## config.mk

```make
export PLATFORM = sky130hd
export DESIGN_NAME = clkdiv_ctrl_flat
export DESIGN_NICKNAME = d
export VERILOG_FILES = /design/src/rtl/clkdiv_pkg.sv /design/src/rtl/clkdiv_if.sv /design/src/rtl/clkdiv_core.sv /design/src/rtl/clkdiv_ctrl.sv /design/src/flat_wrapper.sv
export SDC_FILE = /design/constraint.sdc
export NUM_CORES = 1
export LEC_CHECK = 0
export BUFFER_PORTS_ARGS = -buffer_cell sky130_fd_sc_hd__buf_2
export CAP_MARGIN = 10
export CORE_UTILIZATION = 35
export DETAILED_ROUTE_END_ITERATION = 8
export HOLD_SLACK_MARGIN = 0.15
export SLEW_MARGIN = 10
export SYNTH_ARGS = -nofsm -noshare
export SYNTH_HDL_FRONTEND = slang
export SYNTH_SLANG_ARGS = --single-unit
```

## constraint.sdc

```tcl
create_clock -name clk -period 2.4 [get_ports clk]
set_input_delay 0.12 -clock clk [delete_from_list [all_inputs] [get_ports clk]]
set_output_delay 0.12 -clock clk [all_outputs]
set_load 0.005 [all_outputs]
```

## src/rtl/clkdiv_pkg.sv

```systemverilog
// clkdiv_pkg
// Shared definitions for the programmable clock divider: parameter defaults,
// the controller state encoding and a small state-decode helper.
// No ports (package).
package clkdiv_pkg;

  // Default counter / half-period width and reset half-period-1.
  localparam int CW_DEFAULT       = 8;
  localparam int DEF_HALF_DEFAULT = 3;

  // Controller states, kept as plain 2-bit constants so older code that
  // compares against raw encodings keeps working.
  //   ST_IDLE : div_clk held low, counter cleared
  //   ST_RUN  : dividing, no ratio waiting
  //   ST_PEND : dividing, a new ratio waits in pend_half for the next boundary
  localparam logic [1:0] ST_IDLE = 2'd0;
  localparam logic [1:0] ST_RUN  = 2'd1;
  localparam logic [1:0] ST_PEND = 2'd2;

  // The divider runs in every state except IDLE.
  function automatic logic state_running(input logic [1:0] st);
    return (st != ST_IDLE);
  endfunction

endpackage

```

## src/rtl/clkdiv_if.sv

```systemverilog
// clkdiv_if
// Bundles the run request, the valid/ready ratio handshake and the divider
// outputs between the config logic (master) and clkdiv_ctrl (slave).
// Parameter:
//   CW          half-period width
// Signals:
//   en          level run request                    (master -> slave)
//   cfg_valid   new-ratio request                    (master -> slave)
//   cfg_half    requested half-period-1              (master -> slave)
//   cfg_ready   controller can accept a ratio        (slave -> master)
//   div_clk     divided clock                        (slave -> master)
//   rise_tick   first cycle of a high phase          (slave -> master)
//   fall_tick   first cycle of a low phase           (slave -> master)
//   active_half ratio currently in use               (slave -> master)
//   busy        divider not idle                     (slave -> master)
interface clkdiv_if #(
  parameter int CW = 8
);
  logic          en;
  logic          cfg_valid;
  logic [CW-1:0] cfg_half;
  logic          cfg_ready;
  logic          div_clk;
  logic          rise_tick;
  logic          fall_tick;
  logic [CW-1:0] active_half;
  logic          busy;

  modport master (
    output en, cfg_valid, cfg_half,
    input  cfg_ready, div_clk, rise_tick, fall_tick, active_half, busy
  );

  modport slave (
    input  en, cfg_valid, cfg_half,
    output cfg_ready, div_clk, rise_tick, fall_tick, active_half, busy
  );

endinterface

```

## src/rtl/clkdiv_core.sv

```systemverilog
// clkdiv_core
// Half-period counter, div_clk toggle flop and edge tick generation.
// The period is a low phase of half+1 cycles followed by a high phase of
// half+1 cycles.
// Ports:
//   clk, rst     system clock, asynchronous active-high reset
//   run          divide while high; when low the counter and div_clk are held at 0
//   half         half-period-1 in use
//   div_clk      registered divided clock
//   at_boundary  this edge ends a high phase (falling toggle while running)
//   rise_tick    registered pulse in the first cycle div_clk is 1
//   fall_tick    registered pulse in the first cycle div_clk is 0 after a high phase
module clkdiv_core #(
  parameter int CW = 8
) (
  input  logic          clk,
  input  logic          rst,
  input  logic          run,
  input  logic [CW-1:0] half,
  output logic          div_clk,
  output logic          at_boundary,
  output logic          rise_tick,
  output logic          fall_tick
);

  logic [CW-1:0] count;
  logic          at_terminal;

  // half only changes while the counter is 0 (in IDLE or on the boundary
  // edge itself), so count can never run past it.
  assign at_terminal = (count == half);
  assign at_boundary = run && at_terminal && div_clk;

  always_ff @(posedge clk or posedge rst) begin
    if (rst) begin
      count     <= '0;
      div_clk   <= 1'b0;
      rise_tick <= 1'b0;
      fall_tick <= 1'b0;
    end else begin
      rise_tick <= 1'b0;
      fall_tick <= 1'b0;
      if (!run) begin
        count   <= '0;
        div_clk <= 1'b0;
      end else if (at_terminal) begin
        // Ticks are registered alongside the toggle so they line up with the
        // first cycle of the new phase.
        count     <= '0;
        div_clk   <= ~div_clk;
        rise_tick <= ~div_clk;
        fall_tick <= div_clk;
      end else begin
        count <= count + 1'b1;
      end
    end
  end

endmodule

```

## src/rtl/clkdiv_ctrl.sv

```systemverilog
// clkdiv_ctrl
// Run-time programmable clock-divider controller. Accepts new divide ratios
// over a valid/ready handshake and applies ratio changes and stop requests
// only at the falling boundary, so div_clk never has a runt phase.
// Parameters:
//   CW        counter / half-period width
//   DEF_HALF  half-period-1 loaded at reset
// Ports:
//   clk, rst  system clock, asynchronous active-high reset
//   bus       clkdiv_if slave: en, cfg_valid, cfg_half in;
//             cfg_ready, div_clk, rise_tick, fall_tick, active_half, busy out
module clkdiv_ctrl
  import clkdiv_pkg::*;
#(
  parameter int CW       = CW_DEFAULT,
  parameter int DEF_HALF = DEF_HALF_DEFAULT
) (
  input  logic     clk,
  input  logic     rst,
  clkdiv_if.slave  bus
);

  localparam logic [CW-1:0] DEF_HALF_W = CW'(DEF_HALF);

  logic [1:0]    state;
  logic [CW-1:0] active_half;
  logic [CW-1:0] pend_half;
  logic          accept;
  logic          run;
  logic          at_boundary;
  logic          div_clk;
  logic          rise_tick;
  logic          fall_tick;

  assign run    = state_running(state);
  assign accept = bus.cfg_valid && (state != ST_PEND);

  clkdiv_core #(
    .CW (CW)
  ) u_core (
    .clk         (clk),
    .rst         (rst),
    .run         (run),
    .half        (active_half),
    .div_clk     (div_clk),
    .at_boundary (at_boundary),
    .rise_tick   (rise_tick),
    .fall_tick   (fall_tick)
  );

  // en is only looked at in IDLE and on boundary edges, so a short drop of
  // en inside a period does not stop the divider.
  always_ff @(posedge clk or posedge rst) begin
    if (rst) begin
      state       <= ST_IDLE;
      active_half <= DEF_HALF_W;
      pend_half   <= '0;
    end else begin
      case (state)
        ST_IDLE: begin
          if (accept) begin
            active_half <= bus.cfg_half;
          end
          if (bus.en) begin
            state <= ST_RUN;
          end
        end
        ST_RUN: begin
          if (at_boundary && !bus.en) begin
            // Stopping: a ratio arriving on this same edge is simply kept
            // for the next start, since no period is running any more.
            state <= ST_IDLE;
            if (accept) begin
              active_half <= bus.cfg_half;
            end
          end else if (accept) begin
            // Also covers an accept on a boundary edge: it waits one more
            // full period rather than changing the ratio mid-edge.
            pend_half <= bus.cfg_half;
            state     <= ST_PEND;
          end
        end
        ST_PEND: begin
          if (at_boundary) begin
            active_half <= pend_half;
            state       <= bus.en ? ST_RUN : ST_IDLE;
          end
        end
        default: begin
          state <= ST_IDLE;
        end
      endcase
    end
  end

  assign bus.cfg_ready   = (state != ST_PEND);
  assign bus.busy        = run;
  assign bus.div_clk     = div_clk;
  assign bus.rise_tick   = rise_tick;
  assign bus.fall_tick   = fall_tick;
  assign bus.active_half = active_half;

endmodule

```

## src/flat_wrapper.sv

```systemverilog
// flat-port wrapper written by rule: the top's interface ports become plain ports
module clkdiv_ctrl_flat import clkdiv_pkg::*;
#(
  parameter int CW       = CW_DEFAULT,
  parameter int DEF_HALF = DEF_HALF_DEFAULT
)
  (clk, rst, bus_en, bus_cfg_valid, bus_cfg_half, bus_cfg_ready, bus_div_clk, bus_rise_tick, bus_fall_tick, bus_active_half, bus_busy);
  clkdiv_if #(.CW(CW)) bus_i ();
  input  logic clk;
  input  logic rst;
  input wire logic [$bits(bus_i.en)-1:0] bus_en;
  input wire logic [$bits(bus_i.cfg_valid)-1:0] bus_cfg_valid;
  input wire logic [$bits(bus_i.cfg_half)-1:0] bus_cfg_half;
  output wire logic [$bits(bus_i.cfg_ready)-1:0] bus_cfg_ready;
  output wire logic [$bits(bus_i.div_clk)-1:0] bus_div_clk;
  output wire logic [$bits(bus_i.rise_tick)-1:0] bus_rise_tick;
  output wire logic [$bits(bus_i.fall_tick)-1:0] bus_fall_tick;
  output wire logic [$bits(bus_i.active_half)-1:0] bus_active_half;
  output wire logic [$bits(bus_i.busy)-1:0] bus_busy;
  assign bus_i.en = bus_en;
  assign bus_i.cfg_valid = bus_cfg_valid;
  assign bus_i.cfg_half = bus_cfg_half;
  assign bus_cfg_ready = bus_i.cfg_ready;
  assign bus_div_clk = bus_i.div_clk;
  assign bus_rise_tick = bus_i.rise_tick;
  assign bus_fall_tick = bus_i.fall_tick;
  assign bus_active_half = bus_i.active_half;
  assign bus_busy = bus_i.busy;
  clkdiv_ctrl #(.CW(CW), .DEF_HALF(DEF_HALF)) u_core (.clk(clk), .rst(rst), .bus(bus_i));
endmodule
```

* Word level (Yosys, flattened, before mapping)
Index checks and enable logic that the tools add are counted.
Storage, ports and cells: bits in registers 29, bits of input ports 12, output and inout bits 13, logic and storage cells 48
Cells by class: $add $sub $neg 1, equal/unequal tests 9, multiplexer cells 18, bitwise gates (word level) 2, reductions and logical operators 11
Operators by type and width (count):
- 8-bit 2-to-1 mux | 5
- 8-bit one-hot mux with 3 select lines | 1
- 3-bit AND reduction | 3
- 8-bit by 1-bit adder with 8-bit output, second input constant | 1
- 8-bit equality test | 1
- 2-bit 2-to-1 mux | 4
- 1-bit 2-to-1 mux | 7
- 2-bit != test, second input constant | 3
- 2-bit one-hot mux with 3 select lines | 1
- 1-bit logical AND | 4
- 2-bit by 1-bit != test with 1-bit output, second input constant | 2
- 3-bit by 1-bit != test with 1-bit output, second input constant | 1
- 3-bit nonzero test | 1
- 2-bit by 1-bit equality test with 1-bit output, second input constant | 1
- 2-bit equality test, second input constant | 1
- 2-bit logical NOT | 1
- 1-bit NOT | 2
- 2-bit nonzero test | 1
- 1-bit logical NOT | 1

* Depth between registers and ports, before layout
depth in word-level cells 6, gate-level depth with buffers 7, mapped depth without buffers 4

* By module
A second synthesis with hierarchy kept.
Second synthesis, totals: cell total of the unflattened synthesis 109, area, all modules 1447.6 µm²
Modules (own cells, without submodules):
- clkdiv_ctrl | instances 1, cells each 56, area an instance 890.9 µm², sequential area each 452.9 µm²
- clkdiv_core | instances 1, cells each 53, area an instance 556.8 µm², sequential area each 275.3 µm²

* Least setup slack after synthesis
OpenSTA, ideal clock, no wires.
path type flip-flop to flip-flop, start point register u_core.active_half[3] (netlist: u_core.bus.active_half[3]), end point register u_core.active_half[2] (netlist: u_core.bus.active_half[2]), setup time 0.125 ns, arrival 1.636 ns, data required time 2.275 ns, path slack 0.640 ns, stages on the path, launching flop included 6, buffers on the path 1, clock period less this slack 1.760 ns, path through dfrtp_1 xor2_1 nor4_1 a41o_1 buf_4 mux2_2
Between the ends: word-level cells in the longest chain between the ends 6, elaborated cells on any way between the ends 7, classes of those cells eq/ne (3); reduce/logical (4)
Ends and longest elaborated chain:
- from (decl) | RTL line clkdiv_ctrl.sv:26 | logic [CW-1:0] active_half;
- from (signal assigned) | RTL line clkdiv_ctrl.sv:62 | active_half <= bus.cfg_half;
- from (signal assigned) | RTL line clkdiv_ctrl.sv:74 | active_half <= bus.cfg_half;
- from (signal assigned) | RTL line clkdiv_ctrl.sv:85 | active_half <= pend_half;
- 8-bit equality test (*) | RTL line clkdiv_core.sv:31 | assign at_terminal = (count == half);
- 1-bit logical AND (*) (2 in series) | RTL line clkdiv_core.sv:32 | assign at_boundary = run && at_terminal && div_clk;
- 1-bit logical AND | RTL line clkdiv_ctrl.sv:69 | if (at_boundary && !bus.en) begin
- 2-bit by 1-bit != test with 1-bit output (no source line)
- 3-bit AND reduction (no source line) (*)
Mark *: on every way between the ends. The rest lies on a longest branch, timed or not. A chain may end at the register's enable or synchronous reset.

* Worst setup path in the final report
start point register u_core.u_core.count[3], end point register u_core.active_half[3] (netlist: u_core.bus.active_half[3])
Between the ends: word-level cells in the longest chain between the ends 6, elaborated cells on any way between the ends 7, classes of those cells eq/ne (3); reduce/logical (4)
Ends and longest elaborated chain:
- from (decl) | RTL line clkdiv_core.sv:26 | logic [CW-1:0] count;
- from (signal assigned) | RTL line clkdiv_core.sv:54 | count <= count + 1'b1;
- 8-bit equality test (*) | RTL line clkdiv_core.sv:31
- 1-bit logical AND (*) (2 in series) | RTL line clkdiv_core.sv:32
- 1-bit logical AND | RTL line clkdiv_ctrl.sv:69
- 2-bit by 1-bit != test with 1-bit output (no source line)
- 3-bit AND reduction (no source line) (*)
Marked as above.

==> out/metrics.cfg <==
[run_status]
status = completed

[sta]
timing.final.crit_share = 0.875
finalCriticalPeriod_ns = 2.10
rsz0062_at_grt = false
fin_ws_ns = 0.301
clock_skew_ns = 0.00351
max_slew_margin = 0.563
finalSetupViolCount = 0
maxSlewViolCount = 0
setup_tns_ns = 0
max_clock_freq_mhz = 476
tightest_slew_ns = 0.656
finalHoldViolCount = 0
hold_ws_ns = 0.316

[logic_synthesis]
synth_seq_area_share = 0.423
syn_area_per_cell_um2 = 10.1
syn_area_um2 = 1720
ys_types = 40
ys_seq_elements = 29
yosys_warnings = 0
ys_async_sr_fraction = 1.00
synth_edf_count = 0
synth_ff_type = dfrtp_1
syn_inst = 170
synth_nets = 183

[power_and_ir_drop]
switching_share = 0.390
power.density_nw_per_um2 = 1150
p_clk_frac = 0.170
power_leakage_uw = 0.000898
p_sw_uw = 932
p_int_uw = 1460
p_seq_frac = 0.366
ir_drop_mv = 0.462
combinationalPowerShare = 0.464

[grt]
overflow = 0
grt_pass1_wl_um = 6930
grt_pass1_vias = 1368
antenna_found_initial = 0
grt_max_degree = 30
grt_use_total = 0.174

[flow_run]
maxCapViolCount = 0

[final_layout]
syn2layout_area_growth_pct = 20.8
n_fill_cell = 475
antenna_cells = 0
drive_gt1_frac = 0.319
final_common_cell = dfrtp_1
final_cell_mix = 27 x dfrtp_1, 24 x buf_2, 18 x nand2_1, 16 x mux2_2
final_cells = 271
fin_nets = 216

[setup_path]
arrival_ns = 2.26
crit_path_max_fanout = 8
worstReg2RegStart = u_core.u_core.count[3]
r2r_end = u_core.bus.active_half[3]
r2r_cells = 4
critPathRequiredTime_ns = 2.56
worstSetupPathType = flip-flop to flip-flop
rrSetupSlack_ns = 0.30
crit_path_end_kind = flip-flop
crit_path_start_kind = flip-flop

[clocking]
clk_pin_slew_ns = 0.06
cts_hold_buf = 10
clock_path_buffers = 2
cts_resized = 0
cts_inserted_buffers = 5
tritoncts = yes
clk_latency_ns = 0.27
postCtsSetupRepairBufs = 0
root_buffer = clkbuf_8
cts_sinks = 29
h-tree-depth = 2

[detailed_routing]
drt-initial-drc-count = 71
vias = 1406
wl_per_cell_um = 15.4
drt-pass1-iter-count = 4
vias_per_cell = 5.19
route.antenna.remaining_nets = 0
wl_um = 4160
drcViolationCount = 0

[placed_design]
pre_cts_slack_ns = 0.344
place.port_buffers = 24
post-dp-hpwl_um = 2700
place.gp.congestion = 0.769
dp_cells = 253

[floorplan]
row_count = 25
io_pins = 25
start_util = 0.365
dieArea_um2 = 5210
dieWidth_um = 72.2
die_h_um = 72.2
core_um2 = 4720

[worst_hold_path]
hold_path_depth = 4
hp-start = bus_cfg_valid
worstHoldEndpoint = u_core.state[0]
holdCritPathClass = primary input to flip-flop

==> critical path, stage by stage, from the launching register on <==
cell	delay (ns)
dfrtp_1	0.43
xor2_1	0.17
nor4_1	0.50
a41o_1	0.49
mux2_2	0.39
==> power groups by stage <==
stage | Clock (uW) | Sequential (uW) | Combinational, uW
CTS | 424 | 874 | 1120
detailed placement | 0 | 881 | 1090
finish | 407 | 876 | 1110
global route | 443 | 905 | 1230
global placement | 0 | 880 | 1090
floorplan | 0 | 833 | 854
==> worst max path at each step <==
stage	start	to	slack [ns]	cells after the start
after floorplan	u_core.bus.active_half[3]	u_core.bus.active_half[2]	0.64	5
after global placement	u_core.u_core.count[2]	u_core.bus.active_half[3]	0.40	4
after detailed placement	u_core.u_core.count[2]	u_core.bus.active_half[7]	0.34	4
after CTS	u_core.u_core.count[3]	u_core.bus.active_half[3]	0.31	4
after global routing	u_core.u_core.count[3]	u_core.bus.active_half[6]	0.18	4
final	u_core.u_core.count[3]	u_core.bus.active_half[3]	0.30	4
==> cell type report <==
class                           instances  area (um^2)  share of cell area
Multi-Input combinational cell        125          913               0.439
Clock buffer                            8         90.1              0.0433
Timing Repair Buffer                   38          250               0.120
Inverter                                4         15.0             0.00722
Sequential cell                        29          728               0.350
Tap cell                               67         83.8              0.0403
==> sequential cells by signal, indices dropped and copies added (netlist names) <==
signal	count
u_core.bus.active_half	8
u_core.pend_half	8
u_core.state	2
u_core.u_core.count	8
u_core.u_core.div_clk	1
u_core.u_core.fall_tick	1
u_core.u_core.rise_tick	1
==> cell usage after synthesis (all sizes together) (2+ instances only) <==
cell,number,area (um^2)
dfstp,2,52.6
nor2,11,41.3
xnor2,3,26.3
inv,4,15.0
nand2,18,67.6
nor4,9,56.3
mux2,16,180
and3,3,18.8
xor2,11,96.3
nor3,3,15.0
buf,5,40.0
o31ai,2,28.8
a311o,8,88.8
clkbuf,7,26.3
a22oi,8,60.1
o21ai,8,40.0
dfrtp,27,676
a21o,2,15.0
nand3,6,30.0
==> routing by layer <==
| layer | track usage | routed length (um) | vias to the layer above |
|---|---|---|---|
| met3 | 0.0347 | 157 | 5 |
| met4 | 0.0654 | 60 | 0 |
| li1 | - | - | 693 |
| met2 | 0.267 | 1890 | 30 |
| met1 | 0.241 | 2050 | 678 |
| met5 | 0 | 0 | - |
==> per-stage QoR <==
stage / cell area (um^2) / util / total power (uW)
floorplan: 1720 / - / 1690
global placement: 1890 / 0.400 / 1970
detailed placement: 1890 / 0.400 / 1970
CTS: 2080 / 0.441 / 2410
global route: 2080 / 0.441 / 2580
finish: 2080 / 0.441 / 2390
==> cells by family (layout without fill, tap and decap cells) <==
group | count (synthesis) | after routing | synth area share
buffers and inverters | 16 | 50 | 0.0472
AND/OR/NAND/NOR | 59 | 59 | 0.174
multiplexers | 16 | 16 | 0.105
XOR/XNOR | 14 | 14 | 0.0712
adder cells (fa/ha/maj) | 1 | 1 | 0.00726
flip-flops | 29 | 29 | 0.423
AO/OA/AOI/OAI | 35 | 35 | 0.173
Note: power is estimated with default switching activity, not from simulation.
